<file path="src/rtl/gtxe2_chnl_rx_des.sv">
// gtxe2_chnl_rx_des: LSB-first serial-to-parallel deserializer with K28.5 alignment.
// Define GTXE2_CHNL_RX_DES_ALIGN_EN to enable the comma-alignment state machine.

module gtxe2_chnl_rx_des #(
    parameter int         width    = 20,
    parameter logic [9:0] comma_p  = 10'b0101111100,
    parameter logic [9:0] comma_n  = 10'b1010000011,
    parameter int         miss_max = 3
) (
    input  logic             clk,
    input  logic             reset_n,
    input  logic             indata,
    input  logic             idle_in,
    output logic [width-1:0] outdata,
    output logic             outvalid,
    output logic             idle_out,
    output logic             comma_out,
    output logic             aligned,
    output logic             realign
);

    localparam int            CW   = $clog2(width);
    localparam logic [CW-1:0] LAST = CW'(width - 1);

    if (!(width == 20 || width == 40)) begin : g_bad_width
        $error("gtxe2_chnl_rx_des: width must be 20 or 40");
    end
    if (miss_max < 1 || miss_max > 7) begin : g_bad_miss
        $error("gtxe2_chnl_rx_des: miss_max must be 1..7");
    end

    logic [width-1:0] r_sr;
    logic [CW-1:0]    r_cnt;
    logic             r_ia;
    logic [width-1:0] r_outdata;
    logic             r_outvalid;
    logic             r_idle_out;
    logic             r_comma_out;
    logic             r_aligned;

    logic             w_b;
    logic [width-1:0] w_sr_nxt;
    logic             w_cap;
    logic [CW-1:0]    w_cnt_inc;
    logic [CW-1:0]    w_cnt_nxt;
    logic             w_do_cap;
    logic             w_cm;

    // Idle bits enter the word as 0 so a dead line never forms a comma.
    assign w_b       = indata & ~idle_in;
    assign w_sr_nxt  = {w_b, r_sr[width-1:1]};
    assign w_cap     = (r_cnt == LAST);
    assign w_cnt_inc = w_cap ? '0 : r_cnt + CW'(1);
    assign w_cm      = (w_sr_nxt[9:0] == comma_p) ||
                       (w_sr_nxt[9:0] == comma_n);

`ifdef GTXE2_CHNL_RX_DES_ALIGN_EN
    typedef enum logic {
        UNALIGNED = 1'b0,
        ALIGNED   = 1'b1
    } state_t;

    localparam logic [CW-1:0] NINE     = CW'(9);
    localparam logic [CW-1:0] TEN      = CW'(10);
    localparam logic [2:0]    MISS_LIM = 3'(miss_max);

    state_t     r_state;
    state_t     w_state_nxt;
    logic [2:0] r_miss;
    logic [2:0] w_miss_nxt;
    logic       r_realign;
    logic [9:0] w_win;
    logic       w_hit;
    logic       w_force;

    // Window holds the newest 10 bits, oldest at bit 0.
    assign w_win = w_sr_nxt[width-1:width-10];
    assign w_hit = ~idle_in & ((w_win == comma_p) || (w_win == comma_n));

    always_comb begin
        w_state_nxt = r_state;
        w_miss_nxt  = r_miss;
        w_force     = 1'b0;
        if (idle_in) begin
            w_state_nxt = UNALIGNED;
            w_miss_nxt  = '0;
        end else if (w_hit) begin
            unique case (r_state)
                UNALIGNED: begin
                    w_force     = 1'b1;
                    w_state_nxt = ALIGNED;
                    w_miss_nxt  = '0;
                end
                ALIGNED: begin
                    if (r_cnt == NINE) begin
                        w_miss_nxt = '0;
                    end else if (r_miss + 3'd1 == MISS_LIM) begin
                        w_state_nxt = UNALIGNED;
                        w_miss_nxt  = '0;
                    end else begin
                        w_miss_nxt = r_miss + 3'd1;
                    end
                end
                default: w_state_nxt = UNALIGNED;
            endcase
        end
    end

    // A forced boundary discards the partial word, even on a capture edge.
    assign w_cnt_nxt = w_force ? TEN : w_cnt_inc;
    assign w_do_cap  = w_cap & ~w_force;

    always_ff @(posedge clk or negedge reset_n) begin
        if (!reset_n) begin
            r_state   <= UNALIGNED;
            r_miss    <= '0;
            r_aligned <= 1'b0;
            r_realign <= 1'b0;
        end else begin
            r_state   <= w_state_nxt;
            r_miss    <= w_miss_nxt;
            r_aligned <= (w_state_nxt == ALIGNED);
            r_realign <= w_force & (r_cnt != NINE);
        end
    end

    assign realign = r_realign;
`else
    assign w_cnt_nxt = w_cnt_inc;
    assign w_do_cap  = w_cap;

    always_ff @(posedge clk or negedge reset_n) begin
        if (!reset_n) begin
            r_aligned <= 1'b0;
        end else begin
            r_aligned <= 1'b1;
        end
    end

    assign realign = 1'b0;
`endif

    always_ff @(posedge clk or negedge reset_n) begin
        if (!reset_n) begin
            r_sr        <= '0;
            r_cnt       <= '0;
            r_ia        <= 1'b0;
            r_outdata   <= '0;
            r_outvalid  <= 1'b0;
            r_idle_out  <= 1'b0;
            r_comma_out <= 1'b0;
        end else begin
            r_sr       <= w_sr_nxt;
            r_cnt      <= w_cnt_nxt;
            r_ia       <= w_do_cap ? 1'b0 : (r_ia | idle_in);
            r_outvalid <= w_do_cap;
            if (w_do_cap) begin
                r_outdata   <= w_sr_nxt;
                r_idle_out  <= r_ia | idle_in;
                r_comma_out <= w_cm;
            end
        end
    end

    assign outdata   = r_outdata;
    assign outvalid  = r_outvalid;
    assign idle_out  = r_idle_out;
    assign comma_out = r_comma_out;
    assign aligned   = r_aligned;

endmodule
</file>
<file path="config.mk">
export PLATFORM = sky130hd
export DESIGN_NAME = gtxe2_chnl_rx_des
export DESIGN_NICKNAME = d
export VERILOG_FILES = /design/src/rtl/gtxe2_chnl_rx_des.sv
export SDC_FILE = /design/constraint.sdc
export NUM_CORES = 1
export LEC_CHECK = 0
export CORE_ASPECT_RATIO = 1.2
export CORE_MARGIN = 4
export CORE_UTILIZATION = 30
export CTS_BUF_LIST = sky130_fd_sc_hd__clkbuf_8 sky130_fd_sc_hd__clkbuf_16
export CTS_CLUSTER_DIAMETER = 60
export DETAILED_ROUTE_END_ITERATION = 6
export PLACE_DENSITY_LB_ADDON = 0.15
export SLEW_MARGIN = 25
export SYNTH_ARGS = -nofsm -noshare
export SYNTH_HDL_FRONTEND = slang
export SYNTH_SLANG_ARGS = --single-unit
</file>
<file path="constraint.sdc">
create_clock -name clk -period 3.83 [get_ports clk]
set_clock_uncertainty 0.15 [all_clocks]
set_input_delay 0.5745 -clock clk [delete_from_list [all_inputs] [get_ports clk]]
set_output_delay 0.5745 -clock clk [all_outputs]
set_load 0.1 [all_outputs]
</file>
==> metrics.md, run 1 <==
| Metric | Value |
|---|---|
| Outcome | complete, no violations |
| Max-cap viol count | 0 |
| Clk root buf | clkbuf_8 |
| Yosys top cell area share | ~72% |
| Setup-failing EPs final | 0 |
| Peak supply drop | 0.000215 V |
| GRT Overall Usage | 8.54% |
| GR Overflow Total | 0 |
| First-pass GRT wire length | 4690 um |
| DP HPWL | about 1700 um |
| Pleak | 0.941 nW |
| # nets final | 138 |
| DRC | 0 |
| Main combinational cell family by area after synthesis | multiplexers |
| Cell count after synthesis | 102 |
| Synth-to-layout area growth | 24.4% |
| I/O Buffers | 27 |
| Largest net degree at the start of global routing | 50 |
| Synth top cells by count | 49 x dfrtp_1, 19 x mux2_2, 6 x nor2_1, 4 x nor4bb_1 |
| Worst path required time | slightly above 3 ns |
| Slew headroom | roughly 34% |
| Worst skew pair latency | 0.29 ns |
| 1st-pass router iterations | 3 |
| Critical path arrival | 1.80 ns |
| FF+latch count, synth | 49 |
| 1st-iter DRT viols | 22 |
| Share of layout cells above drive strength 1 | 22.6% |
| Worst Max-Slew Pin Slew | between 0.9 and 1 ns |
| Critical Path End Type | output pin |
| Clk buf depth | 2 |
| Inst Count DP | 188 |
| Vias in the first global route | approximately 960 |
| Worst-path clk slew | 0.09 ns |
| Cell taking the most area after synthesis | dfrtp_1 |
| Layout Utilization | 39.1% |
| Num CTS Buffers | 5 |
| Post-CTS Setup Inserts | 0 |
| Post-route minimum period | 2.52 ns |
| Routability cong. | 0.648 |
| Xor and xnor fraction of the mapped netlist area | 1.03% |
| Syn. warnings | 0 |
| Via count | 872 |
| Count leader, synth | dfrtp_1 |
| Worst hold path type | input port to async pin |
| Non-Filler Instances | about 200 |
| Worst-path fanout max | 2 |
| H-tree depth | 2 |
| Starting density of the core | a little under a third |
| Synth Area in Simple Gates | 7.81% |
| Post-CTS sizing | 0 |
| Syn Std Cell Area | 1700 um2 |
| Worst Path Class, Setup | register to output pin |
| Post-synthesis mux area share | 14.1% |
| Vias per cell | 4.47 |
| Buf+Inv Stages, Crit Path | 1 |
| DIE AREA | 6940 um2 |
| Slowest stage delay, CP | 1.14 ns |
| CTS tree | done |
| Die Span Y | 90.4 um |
| Tcrit/Tclk final | about two thirds |
| Sequential fraction of the synthesis area | 72.2% |
| Top Family by Delay on Critical Path | buffers and inverters |
| DIE WIDTH | 76.7 um |
| ANT cells | 0 |
| Top cells by area, synth | dfrtp_1 72%, mux2_2 13%, nor4bb_1 2.4% |
| Num ports | 29 |
| DRT Wirelength | 2750 um |
| CP Launch Type | register |
| Core Box Area | 5410 um2 |
| RSZ-0062 raised after global routing | false |
| Post-synth top flop | dfrtp_1 |
| Final hold violations | 0 |
| Adder-Cell Fraction of Synth Area | less than 1% |
| Initial antenna violation count | 0 |
| WL/cell | 14.1 um |
| Avg Cell Area, Syn | 16.7 um2 |
| Pwr dens | 492 nW/um2 |
| Netlist cell types | 23 |
| EDFF count, synth | 0 |
| Design area | 2110 um2 |
| Critical-path cell list | clkdlybuf4s50_1 |
| Slowest cell on the critical path | clkdlybuf4s50_1 |
| Clock sink count | roughly 50 |
| Compound-gate portion of the synthesized area | approximately 1.1% |
| Post-route ant nets | 0 |
| Async SR Flop Fraction | 100% |
| Synth Net Count | 107 |
| CTS hold repair buffers | 0 |
| Setup TNS | 0 ns |
| Placed Instance Area | between 2000 and 2500 um2 |
| Slew Viols, Final | 0 |
| Fmax | around 400 MHz |
| FP Rows | 29 |
==> routing by layer <==
metal | global-route usage [%] | part of all wire (%)
met2 | 12.4 | 45
met3 | 3.79 | 5.7
met1 | 10.9 | 47
met4 | 3.63 | 1.9
met5 | 0 | 0
==> report_power, final <==
group	internal, W	switching [W]
clock network	0.000190	0.000161
registers	0.000538	0.0000125
logic	0.0000309	0.000108
total	0.000759	0.000281
==> cell usage in the layout (no fill, tap or decap), types with 2 or more instances in the layout <==
cell type | synthesis | routed
xnor2_1 | 2 | 2
buf_4 | 2 | 2
nand4_1 | 2 | 2
clkbuf_8 | 0 | 5
dfrtp_1 | 49 | 49
clkdlybuf4s50_1 | 0 | 26
nand3_1 | 2 | 2
nor2_1 | 6 | 6
nor4bb_1 | 4 | 4
mux2_2 | 19 | 19
conb_1 | 2 | 2
==> per-stage QoR <==
step | worst slack, ns | total power (W) | hold WS, ns
floorplan | 2.19 | 0.000660 | 0.129
global placement | 1.62 | 0.000700 | 0.212
detailed placement | 1.62 | 0.000702 | 0.211
CTS | 1.28 | 0.00106 | 0.231
global route | 1.23 | 0.00109 | 0.172
finish | 1.31 | 0.00104 | 0.135
==> worst register-to-register path, cell delays in order, from the launching register on <==
cell and delay [ns]:
dfrtp_1 0.38, ha_1 0.23, nor4bb_4 0.21, buf_4 0.38, mux2_2 0.39
==> registers in the layout, indices dropped and copies added (netlist names) <==
name and count:
outdata 20, r_sr 19, r_cnt 5, aligned 1
comma_out 1, idle_out 1, outvalid 1, r_ia 1
==> path summary, 6_finish.rpt <==
path	start	end	slack [ns]	cells past startpoint
max	outdata[9]	outdata[9]	1.31	1
min in group clk	r_sr[11]	r_sr[10]	0.23	0
min reg2reg	r_sr[11]	r_sr[10]	0.23	0
min	reset_n	r_sr[5]	0.13	1
max reg2reg	r_cnt[0]	outdata[13]	1.98	4
max in group asynchronous	reset_n	r_cnt[4]	2.99	1
==> logic make-up (layout without fill, tap and decap cells) <==
family / Yosys count / count (layout)
and+or+nand+nor: 19 / 19
other: 2 / 2
adders and majority gates: 1 / 1
xor gates and xnor gates: 2 / 2
DFF: 49 / 49
buffers and inverters: 5 / 36
muxes: 21 / 21
AOI/OAI and AO/OA: 3 / 3
==> area by class of cell <==
class / instances / area [um2]
clock buffer: 5 / 68.8
fill: 515 / 3290
sequential: 49 / 1230
tap: 62 / 77.6
inverter: 1 / 3.75
clock inverter: 2 / 35.0
multi-input combinational: 48 / 428
timing repair buffer: 28 / 275
(Power assumes the default switching activity.)
==> run 2: changes to the inputs <==
==> constraint.sdc (replaced) <==
create_clock -name clk -period 2.3 [get_ports clk]
set_clock_uncertainty 0.15 [all_clocks]
set_input_delay 0.345 -clock clk [delete_from_list [all_inputs] [get_ports clk]]
set_output_delay 0.345 -clock clk [all_outputs]
set_load 0.1 [all_outputs]
==> metrics.md, run 2 (synthesis gave the netlist of run 1 again) <==
| Metric | Value |
|---|---|
| Clk root buf | clkbuf_8 |
| Max-cap viol count | 0 |
| Highest-count cells in the layout ignoring fill and taps | 49 x dfrtp_1, 27 x buf_4, 19 x mux2_2, 6 x nor2_1, 6 x clkbuf_8 |
| RSZ-0062 raised after global routing | false |
| Die Span Y | approximately 90 um |
| DRT Wirelength | 2710 um |
| Pleak | 0.974 nW |
| Worst-path fanout max | 24 |
| CTS hold repair buffers | 0 |
| Outcome | finished, violations left |
| Non-Filler Instances | approximately 200 |
| Peak supply drop | 0.000332 V |
| Vias in the first global route | 999 |
| Met3 Track Usage GR | under 10% |
| H-tree depth | 2 |
| Num ports | 29 |
| Worst Path Class, Setup | register to register |
| DIE AREA | 6940 um2 |
| Pwr dens | about 800 nW/um2 |
| Clk buf depth | 2 |
| DP HPWL | 1800 um |
| DIE WIDTH | roughly 77 um |
| Post-route ant nets | 0 |
| Slew headroom | 61.2% |
| Setup-failing EPs final | 0 |
| Worst hold path type | input port to async pin |
| ANT cells | 0 |
| Commonest non-fill, non-tap cell in the layout | dfrtp_1 |
| Critical path arrival | 1.86 ns |
| R2r worst-path depth | 4 |
| Starting density of the core | between 30% and 40% |
| GR Overflow Total | 0 |
| Share of layout cells above drive strength 1 | 41.5% |
| GRT Overall Usage | around 8.5% |
| Slew Viols, Final | 0 |
| FP Rows | 29 |
| Worst-path clk slew | 0.08 ns |
| Tcrit/Tclk final | 79.6% |
| CP Launch Type | register |
| Global route hottest layer | met2 |
| Post-route minimum period | 1.83 ns |
| Clock sink count | 49 |
| Synth-to-layout area growth | 20.8% |
| Worst skew pair latency | 0.30 ns |
| Initial antenna violation count | 0 |
| Met1 usage | 9.03% |
| Vias per cell | 4.52 |
| Setup TNS | 0 ns |
| Met2 GRT Util | between 10% and 20% |
| I/O Buffers | 27 |
| CTS tree | done |
| # nets final | 140 |
| Inst Count DP | between 150 and 200 |
| First-pass GRT wire length | 4590 um |
| Critical Path End Type | register |
| Routability cong. | 0.671 |
| Post-CTS sizing | 0 |
| DRC | 0 |
| Num CTS Buffers | 5 |
| WL/cell | 13.7 um |
| 1st-iter DRT viols | 25 |
| Failing checks | negative hold slack |
| Fmax | 547 MHz |
| Core Box Area | 5410 um2 |
| Post-CTS Setup Inserts | 0 |
| Largest register FFs | 20 |
| WHS | -0.0157 ns |
| Largest net degree at the start of global routing | 50 |
| Via count | 891 |
| Final total power | roughly 0.0016 W |
| Worst path required time | 2.33 ns |
| Worst Max-Slew Pin Slew | roughly 0.58 ns |
| 1st-pass router iterations | 4 |
| Final hold violations | ~50 |
run 2: final cells by class:
| cell class | count | area, um2 |
|---|---|---|
| Clock buffer | 6 | 82.6 |
| Clock inverter | 1 | 7.51 |
| Fill cell | 514 | 3350 |
| Inverter | 1 | 3.75 |
| Multi-Input combinational cell | 48 | 428 |
| Sequential cell | 49 | 1230 |
| Tap cell | 62 | 77.6 |
| Timing Repair Buffer | 30 | 228 |
run 2: through the flow:
stage	setup slack (ns)	utilization [%]	cell area (um2)
6_report	0.470	38.0	2050
4_1_cts	0.447	38.0	2050
3_3_place_gp	0.522	36.3	1960
2_1_floorplan	0.658	-	1700
5_1_grt	0.357	38.0	2050
3_5_place_dp	0.465	36.3	1960
run 2: routing by layer:
layer	share of wire, %	vias to the layer above
met4	2.3	0
met3	5.8	6
li1	-	406
met2	50	24
met1	42	455
met5	0	-
run 2: critical path, stage by stage, from the launching register on:
cell and delay, ns:
dfrtp_1 0.37, ha_1 0.24, nor4bb_4 0.24, buf_4 0.34
mux2_2 0.38
run 2: where the power goes:
group          total, W  leakage [nW]  internal [W]  switching [W]
sequential     0.000918         0.620      0.000896      0.0000218
combinational  0.000224         0.310     0.0000452       0.000179
clock          0.000502        0.0433      0.000238       0.000264
run 2: path summary, 6_finish.rpt:
check	slack [ns]	endpoint	from
worst max-delay path	0.47	outdata[2]	r_cnt[0]
worst min-delay path	-0.02	r_sr[5]	reset_n
worst max register to register	0.47	outdata[2]	r_cnt[0]
worst min register to register	0.23	r_sr[11]	r_sr[12]
max in group asynchronous	1.63	r_ia	reset_n
min in group clk	0.23	r_sr[11]	r_sr[12]
